--- src/rtl/tail_light_seq_pkg.sv ---
`default_nettype none
// ============================================================================
//  Package : tail_light_pkg
//  Brief   : State encoding and shared limits for the tail-light sequencer.
//  Rev     : 1.0  initial release
// ============================================================================
package tail_light_pkg;

    localparam int LAMPS_MAX = 8;

    typedef logic [2:0] state_t;

    localparam logic [2:0] IDLE    = 3'd0;
    localparam logic [2:0] LSEQ    = 3'd1;
    localparam logic [2:0] RSEQ    = 3'd2;
    localparam logic [2:0] HAZ_ON  = 3'd3;
    localparam logic [2:0] HAZ_OFF = 3'd4;

    function automatic logic state_encoding_legal(input state_t s);
        return (s <= HAZ_OFF);
    endfunction

endpackage
`default_nettype wire

--- src/rtl/tail_light_seq_if.sv ---
`default_nettype none
// ============================================================================
//  Interface : tail_light_seq_if
//  Brief     : Switch inputs and lamp outputs of the tail-light sequencer.
//  Rev       : 1.0  initial release
// ============================================================================
interface tail_light_seq_if #(
    parameter int LAMPS = 3
);
    logic             Left;
    logic             Right;
    logic             Hazard;
    logic             Brake;
    logic [LAMPS-1:0] L;
    logic [LAMPS-1:0] R;

    modport master (output Left, Right, Hazard, Brake, input  L, R);
    modport slave  (input  Left, Right, Hazard, Brake, output L, R);
endinterface
`default_nettype wire

--- src/rtl/tail_light_seq_tick_gen.sv ---
`default_nettype none
// ============================================================================
//  Module : tick_gen
//  Brief  : One-cycle step pulse every TICK_DIV clocks, restarted by reset.
//  Rev    : 1.0  initial release
// ============================================================================
module tick_gen #(
    parameter int TICK_DIV = 50000000
) (
    input  logic Clk,
    input  logic Rst,
    output logic tick_o
);

    generate
        if (TICK_DIV <= 1) begin : g_every_clock
            assign tick_o = 1'b1;
        end else begin : g_divider
            localparam int            CW   = $clog2(TICK_DIV);
            localparam logic [CW-1:0] LAST = CW'(TICK_DIV - 1);

            logic [CW-1:0] count_q;

            always_ff @(posedge Clk) begin
                if (Rst || count_q == LAST) begin
                    count_q <= '0;
                end else begin
                    count_q <= count_q + CW'(1);
                end
            end

            assign tick_o = (count_q == LAST);
        end
    endgenerate

endmodule
`default_nettype wire

--- src/rtl/tail_light_seq.sv ---
`default_nettype none
// ============================================================================
//  Module : tail_light_seq
//  Brief  : Sequential turn, hazard and brake tail-light controller.
//  Rev    : 1.0  initial release
// ============================================================================
module tail_light_seq
    import tail_light_pkg::*;
#(
    parameter int LAMPS    = 3,
    parameter int TICK_DIV = 50000000
) (
    input  logic             Clk,
    input  logic             Rst,
    tail_light_seq_if.slave  bus
);

    localparam int            SW       = $clog2(LAMPS + 1);
    localparam logic [SW-1:0] STEP_MAX = SW'(LAMPS);

    generate
        if (LAMPS < 1 || LAMPS > LAMPS_MAX || TICK_DIV < 1) begin : g_bad_param
            $error("tail_light_seq: LAMPS must be 1..%0d and TICK_DIV >= 1", LAMPS_MAX);
        end
    endgenerate

    logic             tick;
    logic             hz;
    logic             legal;
    state_t           state_q, state_d;
    logic [SW-1:0]    step_q,  step_d;
    logic [LAMPS-1:0] bar;
    logic [LAMPS-1:0] l_dec, r_dec;

    tick_gen #(.TICK_DIV(TICK_DIV)) u_tick (
        .Clk    (Clk),
        .Rst    (Rst),
        .tick_o (tick)
    );

    assign hz = bus.Hazard | (bus.Left & bus.Right);

    // A sequence state with a step outside 1..LAMPS is as bad as an unused code.
    always_comb begin
        legal = state_encoding_legal(state_q);
        if (state_q == LSEQ || state_q == RSEQ) begin
            legal = (step_q != '0) && (step_q <= STEP_MAX);
        end
    end

    always_comb begin
        state_d = state_q;
        step_d  = step_q;
        if (!legal) begin
            state_d = IDLE;
            step_d  = '0;
        end else if (tick) begin
            step_d = '0;
            if (hz) begin
                state_d = (state_q == HAZ_ON) ? HAZ_OFF : HAZ_ON;
            end else begin
                state_d = IDLE;
                case (state_q)
                    IDLE: begin
                        if (bus.Left) begin
                            state_d = LSEQ;
                            step_d  = SW'(1);
                        end else if (bus.Right) begin
                            state_d = RSEQ;
                            step_d  = SW'(1);
                        end
                    end
                    LSEQ: begin
                        if (bus.Left && !bus.Right && step_q < STEP_MAX) begin
                            state_d = LSEQ;
                            step_d  = step_q + SW'(1);
                        end
                    end
                    RSEQ: begin
                        if (bus.Right && !bus.Left && step_q < STEP_MAX) begin
                            state_d = RSEQ;
                            step_d  = step_q + SW'(1);
                        end
                    end
                    default: ;
                endcase
            end
        end
    end

    always_ff @(posedge Clk) begin
        if (Rst) begin
            state_q <= IDLE;
            step_q  <= '0;
        end else begin
            state_q <= state_d;
            step_q  <= step_d;
        end
    end

    always_comb begin
        bar = '0;
        for (int i = 0; i < LAMPS; i++) begin
            bar[i] = (i < int'(step_q));
        end
    end

    // Lamps are forced dark while reset is held so Brake cannot leak through.
    always_comb begin
        l_dec = '0;
        r_dec = '0;
        case (state_q)
            IDLE: begin
                if (bus.Brake) begin
                    l_dec = '1;
                    r_dec = '1;
                end
            end
            LSEQ: begin
                l_dec = bar;
                if (bus.Brake) r_dec = '1;
            end
            RSEQ: begin
                r_dec = bar;
                if (bus.Brake) l_dec = '1;
            end
            HAZ_ON: begin
                l_dec = '1;
                r_dec = '1;
            end
            default: ;
        endcase
        if (Rst || !legal) begin
            l_dec = '0;
            r_dec = '0;
        end
    end

    assign bus.L = l_dec;
    assign bus.R = r_dec;

endmodule
`default_nettype wire
--- src/flat_wrapper.sv ---
// flat-port wrapper written by rule: the top's interface ports become plain ports
module tail_light_seq_flat import tail_light_pkg::*;
#(
    parameter int LAMPS    = 3,
    parameter int TICK_DIV = 50000000
)
  (Clk, Rst, bus_Left, bus_Right, bus_Hazard, bus_Brake, bus_L, bus_R);
  tail_light_seq_if #(.LAMPS(LAMPS)) bus_i ();
  input  logic Clk;
  input  logic Rst;
  input wire logic [$bits(bus_i.Left)-1:0] bus_Left;
  input wire logic [$bits(bus_i.Right)-1:0] bus_Right;
  input wire logic [$bits(bus_i.Hazard)-1:0] bus_Hazard;
  input wire logic [$bits(bus_i.Brake)-1:0] bus_Brake;
  output wire logic [$bits(bus_i.L)-1:0] bus_L;
  output wire logic [$bits(bus_i.R)-1:0] bus_R;
  assign bus_i.Left = bus_Left;
  assign bus_i.Right = bus_Right;
  assign bus_i.Hazard = bus_Hazard;
  assign bus_i.Brake = bus_Brake;
  assign bus_L = bus_i.L;
  assign bus_R = bus_i.R;
  tail_light_seq #(.LAMPS(LAMPS), .TICK_DIV(TICK_DIV)) u_core (.Clk(Clk), .Rst(Rst), .bus(bus_i));
endmodule
--- config.mk ---
export PLATFORM = sky130hd
export DESIGN_NAME = tail_light_seq_flat
export DESIGN_NICKNAME = d
export VERILOG_FILES = /design/src/rtl/tail_light_seq_pkg.sv /design/src/rtl/tail_light_seq_if.sv /design/src/rtl/tail_light_seq_tick_gen.sv /design/src/rtl/tail_light_seq.sv /design/src/flat_wrapper.sv
export SDC_FILE = /design/constraint.sdc
export NUM_CORES = 1
export LEC_CHECK = 0
export CAP_MARGIN = 20
export CORE_ASPECT_RATIO = 0.7
export CORE_MARGIN = 1
export CORE_UTILIZATION = 45
export CTS_BUF_LIST = sky130_fd_sc_hd__clkbuf_4
export DETAILED_ROUTE_END_ITERATION = 16
export MAX_ROUTING_LAYER = met4
export PLACE_DENSITY_LB_ADDON = 0.3
export SETUP_SLACK_MARGIN = 0.4
export SYNTH_ARGS = -nofsm -noshare
export SYNTH_HDL_FRONTEND = slang
export SYNTH_SLANG_ARGS = --single-unit
--- constraint.sdc ---
create_clock -name Clk -period 2.02 [get_ports Clk]
set_input_delay 0.505 -clock Clk [delete_from_list [all_inputs] [get_ports Clk]]
set_output_delay 0.505 -clock Clk [all_outputs]
set_load 0.01 [all_outputs]
==> results.toml <==
[synth]
yosysSeqAreaShare_pct = 36.6
synthesis.nets = 216
synthAdderAreaFrac_pct = 2.95
synth_top_family_by_area = "simple AND/OR/NAND/NOR gates"
synthArstFlopShare_pct = 0
yosys_warnings = 0
synth_xor_area_share_pct = 12.4
synth_compound_area_share_pct = 8.56
synth.area.mux_share_pct = 1.77
syn-cell-area_mm2 = 0.00170
syn_inst = 206
synth_edf_count = 0
synth-simple-area-share_pct = 31.5
postSynthAreaPerCell_um2 = 8.23
synth_top_flop_cell = "dfxtp_1"
synth_cell_types = 36
synth-seq-cells = 31

[run]
maxCapViolCount = 0

[setup_path]
path_max_fanout = 6
end_kind = "output port"
critPathLaunch = "u_core.step_q[0]"
crit_top_cell = "inv_2"
critPathKind = "flip-flop to output port"
arrival_ns = 1.51
path_cells = "inv_2 -> ha_4 -> inv_2 -> a21o_1 -> a22oi_2 -> a21oi_1 -> buf_2"
required_ns = 1.51
crit_path_top_delay_cell = "dfxtp_2"
start_kind = "flip-flop"
cpPeakStageDelay_ns = 0.34
r2r_cells = 6
r2r-start = "u_core.u_tick.g_divider.count_q[5]"

[sta]
setup_violations = 0
slew-limit-headroom_pct = 68.5
worst_slew_pin_slew_ns = 0.471
fin_skew_ns = 0.00864
maxSlewViolCount = 0
timing.final.ws_setup_ns = 0.00301
max_freq_mhz = 496
finalHoldViolations = 0
post-route-period-util_pct = 99.9
grt_setup_unrepaired = "yes"
whs_ns = 0.513
fin_crit_ns = 2.02

[grt]
grt_max_degree = 26
grt_pass1_vias = 1296
grt_usage_pct = 21.4
grt_pass1_wl_um = 6120
gr-total-overflow = 0
antenna_found_initial = 0

[finish]
nNetsFinal = 252
num_antenna_cells = 0
drive_gt1_share_pct = 36.2
fillers = 318
area.growth.synth_to_final_pct = 34.3
layoutNonFillerInstCount = 293

[routing]
avgViaCountPerCell = 5.34
wl_um = 4130
drcViolationCount = 0
vias = 1564
drtPass1Iterations = 4
final_antenna_net_count = 0
drt_iter0_markers = 62
avgRoutedWirePerCell_um = 14.1

[place]
portBuffers = 11
dpl.hpwl_um = 2440
gp_congestion = 0.876
dp_cells = 274
post-place-ws_ns = -0.460

[power_and_ir_drop]
vdd_drop_max_mv = 0.404
leakagePower_nw = 0.838
fin_total_pwr_mw = 1.18
p_per_area_mw_per_mm2 = 520

[cts]
cts_buffer_depth = 2
cts_tree = "yes"
cts_made_buffers = 5
cts_root_buf = "clkbuf_4"
ctsHtreeMaxLevel = 2
cts_sinks = 31
clk_pin_slew_ns = 0.09
clock_latency_ns = 0.33

[floorplanning]
core-area_mm2 = 0.00356
dieArea_mm2 = 0.00402
fp.dieH_um = 53.4
die_w_um = 75.4
top_level_ports = 12
start_util_pct = 47.6
fp-row-count = 18

[hold_path]
hold_class = "flip-flop to flip-flop"
min_path_cells = 2
hp-start = "u_core.u_tick.g_divider.count_q[14]"

[status]
status = "finished, final reports clean"
[stage by stage]
step | area, um2 | utilization [%] | TNS (ns)
6_report | 2280 | 64.0 | 0
3_3_place_gp | 1930 | 54.3 | -2.81
5_1_grt | 2280 | 64.0 | -0.216
3_5_place_dp | 1930 | 54.3 | -3.04
2_1_floorplan | 1720 | - | 0
4_1_cts | 2130 | 59.8 | -0.00144
[placed cells by master (no fill, tap or decap), types with 2 or more instances in the layout]
master         Yosys  routed
nor3_2             0       2
nand4_1            9       9
a21oi_1           11       7
ha_4               0       3
buf_4              0      20
inv_1              7       3
and4_4             1       2
nand2_1           13      13
nand4b_1           2       2
dlygate4sd2_1      0       3
nor2_4             0       2
xnor2_1            4       4
dfxtp_1           31      13
and3_1             2       2
clkbuf_4           0       5
nor4bb_4           0       2
or2_4              0       2
dfxtp_4            0       3
buf_6              3       5
and4_1             5       4
mux2i_1            3       3
xor2_1            20      20
a21oi_2            0       4
inv_2              0       4
nand3_1           12      12
nor2_1            41      38
dfxtp_2            0      15
nand2b_1           2       2
buf_2              0       6
a21o_1             2       2
o21ai_0            7       5
[synthesized netlist by cell type (4+ instances only)]
cell type  count  area [um2]
nand4_1        9        56.3
and4_1         5        43.8
xor2_1        20         175
nor2_1        41         154
xnor2_1        4        35.0
a21oi_1       11        55.1
clkbuf_1       4        15.0
ha_1           4        50.1
nand3_1       12        60.1
o21ai_0        7        35.0
inv_1          7        26.3
nand2_1       13        48.8
dfxtp_1       31         621
[metal layers]
metal	up-vias	wire, um	global-route usage, %
met2	21	1840	28.6
met4	0	32	7.10
met3	4	134	5.71
li1	784	-	-
met5	-	0	-
met1	755	2130	30.6
[path summary, 6_finish.rpt]
| check | end | slack (ns) |
|---|---|---|
| max | bus_R[2] | 0.003 |
| min | u_core.u_tick.g_divider.count_q[14] | 0.51 |
| max reg2reg | u_core.state_q[0] | 0.40 |
| min reg2reg | u_core.u_tick.g_divider.count_q[14] | 0.51 |
[critical path, delay by kind of cell (launching register included)]
kind,cells,cell delay (ns)
flip-flops,1,0.34
adder cells (fa/ha/maj),1,0.17
buffers and inverters,3,0.24
AO/OA/AOI/OAI,3,0.43
[cells by family (layout without fill, tap and decap cells)]
logic type,count (synthesis),count (layout)
simple gates,103,103
flops,31,31
compound gates,25,25
xor+xnor,24,24
buf+inv,16,53
fa+ha+maj,4,4
mux,3,3
[registers in the layout, summed over array words and instances, names as in the netlist]
signal / count
u_core.u_tick.g_divider.count_q: 26
u_core.step_q: 2
u_core.state_q: 3
[timing repair]
item	4_1_cts	5_1_grt
resized for setup	62	31
endpoints found under the setup margin	36	36
pin swaps	11	16
setup buffers	6	3
cloned	0	2
hold buffers	0	0
[power breakdown]
part | internal [mW] | switching (mW) | leakage [nW] | total, mW
registers | 0.613 | 0.00625 | 0.260 | 0.620
clock network | 0.254 | 0.216 | 0.0426 | 0.470
logic | 0.0477 | 0.0461 | 0.535 | 0.0938
[final cells by class]
| class | count | area (um2) | share of cell area (%) |
|---|---|---|---|
| Clock inverter | 3 | 38.8 | 1.70 |
| Timing Repair Buffer | 38 | 328 | 14.4 |
| Multi-Input combinational cell | 159 | 1130 | 49.8 |
| Inverter | 7 | 26.3 | 1.15 |
| Sequential cell | 31 | 651 | 28.6 |
| Clock buffer | 5 | 37.5 | 1.65 |
| Tap cell | 50 | 62.6 | 2.75 |
No activity file was read; power rests on OpenSTA's default activity.
